File: src/rtl/axi2per_pkg.sv
`default_nettype none
// ============================================================================
//  Module      : axi2per_pkg
//  Description : Shared types and constants for the AXI-to-peripheral bridge
//                response stage: FSM state encoding, data-lane select bit
//                and AXI response codes.
//  Revision    : 1.0 - initial release
// ============================================================================
package axi2per_pkg;

    // Response-stage FSM states
    typedef enum logic [1:0] {
        Idle    = 2'd0,
        WaitPer = 2'd1,
        Resp    = 2'd2
    } state_e;

    // Address bit that selects the upper 32-bit lane of the 64-bit R bus
    localparam int unsigned c_lane_sel_bit = 2;

    // AXI response codes
    localparam logic [1:0] c_resp_okay   = 2'b00;
    localparam logic [1:0] c_resp_slverr = 2'b10;

endpackage
`default_nettype wire

File: src/rtl/axi2per_rsp_channel.sv
`default_nettype none
// ============================================================================
//  Module      : axi2per_rsp_channel
//  Description : Response stage of the AXI-to-peripheral bridge. Tracks the
//                single outstanding peripheral transaction, captures the
//                peripheral response and returns it on AXI R and/or B, then
//                signals retirement back to the request stage.
//  Config      : AXI2PER_RSP_ERR_EN - when defined, a peripheral error flag
//                maps to SLVERR; otherwise every response is OKAY.
//  Revision    : 1.0 - initial release
// ============================================================================
module axi2per_rsp_channel
    import axi2per_pkg::*;
#(
    parameter int unsigned PER_ID_WIDTH   = 5,
    parameter int unsigned AXI_ADDR_WIDTH = 32,
    parameter int unsigned AXI_DATA_WIDTH = 64,
    parameter int unsigned AXI_USER_WIDTH = 6,
    parameter int unsigned AXI_ID_WIDTH   = 3
) (
    input  logic                      clk_i,
    input  logic                      rst_i,

    input  logic                      trans_req_i,
    input  logic                      trans_we_i,
    input  logic                      trans_atop_r_i,
    input  logic [AXI_ID_WIDTH-1:0]   trans_id_i,
    input  logic [AXI_ADDR_WIDTH-1:0] trans_add_i,
    output logic                      trans_r_valid_o,

    input  logic                      per_slave_r_valid_i,
    input  logic                      per_slave_r_opc_i,
    input  logic [PER_ID_WIDTH-1:0]   per_slave_r_id_i,
    input  logic [31:0]               per_slave_r_rdata_i,

    output logic                      axi_slave_r_valid_o,
    input  logic                      axi_slave_r_ready_i,
    output logic [AXI_DATA_WIDTH-1:0] axi_slave_r_data_o,
    output logic [1:0]                axi_slave_r_resp_o,
    output logic                      axi_slave_r_last_o,
    output logic [AXI_ID_WIDTH-1:0]   axi_slave_r_id_o,
    output logic [AXI_USER_WIDTH-1:0] axi_slave_r_user_o,

    output logic                      axi_slave_b_valid_o,
    input  logic                      axi_slave_b_ready_i,
    output logic [1:0]                axi_slave_b_resp_o,
    output logic [AXI_ID_WIDTH-1:0]   axi_slave_b_id_o,
    output logic [AXI_USER_WIDTH-1:0] axi_slave_b_user_o
);

    state_e                    r_state;
    state_e                    w_state_nxt;

    logic [AXI_ID_WIDTH-1:0]   r_id;
    logic                      r_we;
    logic                      r_atop_r;
    logic                      r_lane_hi;
    logic [AXI_DATA_WIDTH-1:0] r_rdata;
    logic [1:0]                r_resp;
    logic                      r_need_r;
    logic                      r_need_b;

    logic                      w_capture_req;
    logic                      w_capture_rsp;
    logic                      w_r_hs;
    logic                      w_b_hs;
    logic                      w_done;
    logic [1:0]                w_resp_code;
    logic                      w_unused;

`ifdef AXI2PER_RSP_ERR_EN
    assign w_resp_code = per_slave_r_opc_i ? c_resp_slverr : c_resp_okay;
    assign w_unused    = ^{trans_add_i, per_slave_r_id_i};
`else
    assign w_resp_code = c_resp_okay;
    assign w_unused    = ^{trans_add_i, per_slave_r_id_i, per_slave_r_opc_i};
`endif

    // State register
    always_ff @(posedge clk_i or posedge rst_i) begin
        if (rst_i) begin
            r_state <= Idle;
        end else begin
            r_state <= w_state_nxt;
        end
    end

    // Next-state logic, capture strobes and retirement detection
    always_comb begin
        w_state_nxt   = r_state;
        w_capture_req = 1'b0;
        w_capture_rsp = 1'b0;
        w_done        = 1'b0;
        w_r_hs        = r_need_r & axi_slave_r_ready_i;
        w_b_hs        = r_need_b & axi_slave_b_ready_i;
        case (r_state)
            Idle: begin
                if (trans_req_i) begin
                    w_capture_req = 1'b1;
                    w_state_nxt   = WaitPer;
                end
            end
            WaitPer: begin
                if (per_slave_r_valid_i) begin
                    w_capture_rsp = 1'b1;
                    w_state_nxt   = Resp;
                end
            end
            Resp: begin
                // Retire once nothing remains outstanding after this cycle's handshakes
                if ((~r_need_r | w_r_hs) & (~r_need_b | w_b_hs)) begin
                    w_done      = 1'b1;
                    w_state_nxt = Idle;
                end
            end
            default: begin
                w_state_nxt = Idle;
            end
        endcase
    end

    // Transaction attributes, response payload and per-channel pending flags
    always_ff @(posedge clk_i or posedge rst_i) begin
        if (rst_i) begin
            r_id      <= '0;
            r_we      <= 1'b0;
            r_atop_r  <= 1'b0;
            r_lane_hi <= 1'b0;
            r_rdata   <= '0;
            r_resp    <= '0;
            r_need_r  <= 1'b0;
            r_need_b  <= 1'b0;
        end else begin
            if (w_capture_req) begin
                r_id      <= trans_id_i;
                r_we      <= trans_we_i;
                r_atop_r  <= trans_atop_r_i;
                r_lane_hi <= trans_add_i[c_lane_sel_bit];
            end
            if (w_capture_rsp) begin
                r_rdata  <= r_lane_hi ? {per_slave_r_rdata_i, 32'h0}
                                      : {32'h0, per_slave_r_rdata_i};
                r_resp   <= w_resp_code;
                // trans_we_i is active low: 1 means read
                r_need_r <= r_we | r_atop_r;
                r_need_b <= ~r_we;
            end else begin
                r_need_r <= r_need_r & ~w_r_hs;
                r_need_b <= r_need_b & ~w_b_hs;
            end
        end
    end

    assign trans_r_valid_o     = w_done;

    assign axi_slave_r_valid_o = r_need_r;
    assign axi_slave_r_data_o  = r_rdata;
    assign axi_slave_r_resp_o  = r_resp;
    assign axi_slave_r_last_o  = 1'b1;
    assign axi_slave_r_id_o    = r_id;
    assign axi_slave_r_user_o  = '0;

    assign axi_slave_b_valid_o = r_need_b;
    assign axi_slave_b_resp_o  = r_resp;
    assign axi_slave_b_id_o    = r_id;
    assign axi_slave_b_user_o  = '0;

`ifndef SYNTHESIS
    a_no_per_rsp_in_idle : assert property (@(posedge clk_i) disable iff (rst_i)
        !((r_state == Idle) && per_slave_r_valid_i));
    a_no_req_when_busy : assert property (@(posedge clk_i) disable iff (rst_i)
        !((r_state != Idle) && trans_req_i));
`endif

endmodule
`default_nettype wire

File: config.mk
export PLATFORM = sky130hd
export DESIGN_NAME = axi2per_rsp_channel
export DESIGN_NICKNAME = d
export VERILOG_FILES = /design/src/rtl/axi2per_pkg.sv /design/src/rtl/axi2per_rsp_channel.sv
export SDC_FILE = /design/constraint.sdc
export NUM_CORES = 1
export LEC_CHECK = 0
export CAP_MARGIN = 10
export CORE_MARGIN = 10
export CORE_UTILIZATION = 40
export DETAILED_ROUTE_END_ITERATION = 6
export GPL_ROUTABILITY_DRIVEN = 0
export GPL_TIMING_DRIVEN = 0
export PLACE_DENSITY = 0.77
export SYNTH_ARGS = -nofsm -noshare
export SYNTH_HDL_FRONTEND = slang
export SYNTH_SLANG_ARGS = --single-unit
File: constraint.sdc
create_clock -name clk_i -period 2.55 [get_ports clk_i]
set_clock_uncertainty 0.05 [all_clocks]
set_input_delay 0.3825 -clock clk_i [delete_from_list [all_inputs] [get_ports clk_i]]
set_output_delay 0.3825 -clock clk_i [all_outputs]
set_load 0.01 [all_outputs]
==> metrics <==
design area=4813 um2; DR iter-0 viols=70; # diodes=0; PortBufs=116; htree depth=3; fmax=0.4570 GHz; antenna viol nets, final=0; most area-consuming cells after synthesis=dfrtp_1, nand2_1, nand2b_1; post-route setup TNS=0 ps; hold_buf cts=0; Detail Placement HPWL=6862 um; num ports=171; fraction of final layout cells sized beyond drive strength 1=13.36%; largest area contributor in the netlist=dfrtp_1; CP max FO=3; syn avg cell area=9.889 um2; CTS Buf Count=9; grt ovf=0; overall routed net length=8942 um; CP Class=input pin to output port; Seq cells post-synth=74; Setup-failing EPs final=0; clock slew at reported path FFs=70 ps; CTS resizes=0; via count=2665; Root Driver=clkbuf_8; vias per inst=4.587; GRT Total Usage=14.57%; Sink Count=74; distinct cell type count after synthesis=23; Synth top area share=56.40%; CTS tree=built; Slew Viols, Final=0; YS warnings=0; count leader, synth=nand2_1; vias in the first global route=2827; Cell Area, Synth=3283 um2; post-synthesis sequential area ratio=56.40%; Post-Synthesis Cells=332; core area=7848 um2; Pre-antenna DRT Iters=4; final hold viol count=0; clk_lat worst skew=330 ps; top post-synthesis cells by count=nand2_1, dfrtp_1, nand2b_1, o21ai_1, o21ai_0; Die Ht=110.6 um; critical path arrival=1760 ps; largest net degree at the start of global routing=75; post-place instance area=4631 um2; Hold Path Depth=2; Post-CTS Setup Inserts=0; crit end category=output port; period utilization=85.82%; WL per Instance=15.39 um; Die W=110.6 um; status=complete, no violations; Final min period=2188 ps; slew margin rel.=39.57%; Hold Path Class=flop to flop; maximum vdd drop=0.0005340 V; R2R cell count=4; fin util=61.34%; initial antenna violation count=0; Place WS=349.1 ps; number of enable flip-flop cells after synthesis=0; total of max-cap violations=0; power density cells=1057 nW/um2; first-pass GRT wire length=14920 um; Starting Density=41.84%; Design Power=0.005090 W; Post-synth ARST share=100.0%; DRC viols=0; Final WS setup=361.7 ps; Startpoint Class=input pin; Top FF cell, synth=dfrtp_1; Area Growth Syn to Fin=46.61%; Final #Nets=555; leakage power=2.177 nW; CP required=2120 ps; FILL cells=685; Worst Tran Pin Value=906.4 ps; clock tree buffer depth=2; RSZ-0062 raised after global routing=no; Cell Rows=32; die footprint=12230 um2
-- final cells by class --
type / instances / area [um2] / share of cell area (%)
plain buffers: 41 / 340.3 / 7.070
clock buffers: 14 / 172.7 / 3.587
clock inverters: 2 / 10.01 / 0.2080
inverters: 1 / 6.256 / 0.1300
multi-input cells: 231 / 1144 / 23.76
flip-flops and latches: 74 / 1852 / 38.47
well taps: 102 / 127.6 / 2.651
repair buffers: 116 / 1161 / 24.12
-- power breakdown --
part / leakage [nW] / switching (W) / total [W] / internal [W]
clock: 0.0965 / 0.000410 / 0.000842 / 0.000432
sequential: 0.960 / 0.000234 / 0.00183 / 0.00160
combinational: 1.12 / 0.00112 / 0.00242 / 0.00129
-- kinds of logic (layout without fill, tap and decap cells) --
kind of cell / Yosys count / after routing / synth area share [%]
AO/OA/AOI/OAI: 68 / 68 / 10.94
buffers and inverters: 42 / 174 / 10.48
flip-flops: 74 / 74 / 56.40
multiplexers: 6 / 6 / 2.058
other: 2 / 17 / 0.2287
AND/OR/NAND/NOR: 140 / 140 / 19.89
-- worst max-delay path: stages --
cell             delay, ps
clkdlybuf4s50_1        440
and2b_1                200
nor3_1                 170
clkdlybuf4s50_1        560
-- placed cells by master (no fill, tap or decap), types with 2 or more instances in the layout --
master,count
o21ai_1,33
nand2_1,98
buf_8,6
clkbuf_8,12
o21ai_2,5
buf_4,21
clkinv_2,2
clkbuf_2,6
dfrtp_1,74
clkbuf_1,8
nand2b_1,33
conb_1,17
nor2_1,2
mux2_2,6
o21ai_0,29
buf_12,2
clkdlybuf4s50_1,116
-- worst paths after layout --
| path | start | endpoint | slack [ps] |
|---|---|---|---|
| max | axi_slave_r_ready_i | trans_r_valid_o | 360 |
| min reg2reg | axi_slave_r_data_o[33]$_DFFE_PP0P_ | axi_slave_r_data_o[33]$_DFFE_PP0P_ | 430 |
| min | axi_slave_r_data_o[33]$_DFFE_PP0P_ | axi_slave_r_data_o[33]$_DFFE_PP0P_ | 430 |
| min in group asynchronous | rst_i | axi_slave_r_data_o[36]$_DFFE_PP0P_ | 560 |
| max reg2reg | r_lane_hi$_DFFE_PP0P_ | axi_slave_r_data_o[39]$_DFFE_PP0P_ | 1180 |
| max in group asynchronous | rst_i | r_state[1]$_DFFE_PP0P_ | 1300 |
-- per-layer routing --
| layer | up-vias | global-route usage [%] | wire length (um) |
|---|---|---|---|
| met1 | 1257 | 16.47 | 3720 |
| met3 | 10 | 5.294 | 702 |
| met5 | - | 0 | 0 |
| met4 | 0 | 4.231 | 85 |
| met2 | 89 | 25.08 | 4433 |
| li1 | 1309 | - | - |
-- stage by stage --
stage | instances | hold WS, ps
2_1_floorplan | 347 | 402.5
6_report | 581 | 429.2
3_3_place_gp | 565 | 409.5
4_1_cts | 581 | 432.5
5_1_grt | 581 | 453.7
3_5_place_dp | 565 | 418.6
-- flip-flops by register name (all words and copies together) (netlist names) --
signal               flops
axi_slave_b_id_o         3
axi_slave_b_valid_o      1
axi_slave_r_data_o      64
axi_slave_r_valid_o      1
r_atop_r                 1
r_lane_hi                1
r_state                  2
r_we                     1
No activity file was read; power rests on OpenSTA's default activity.
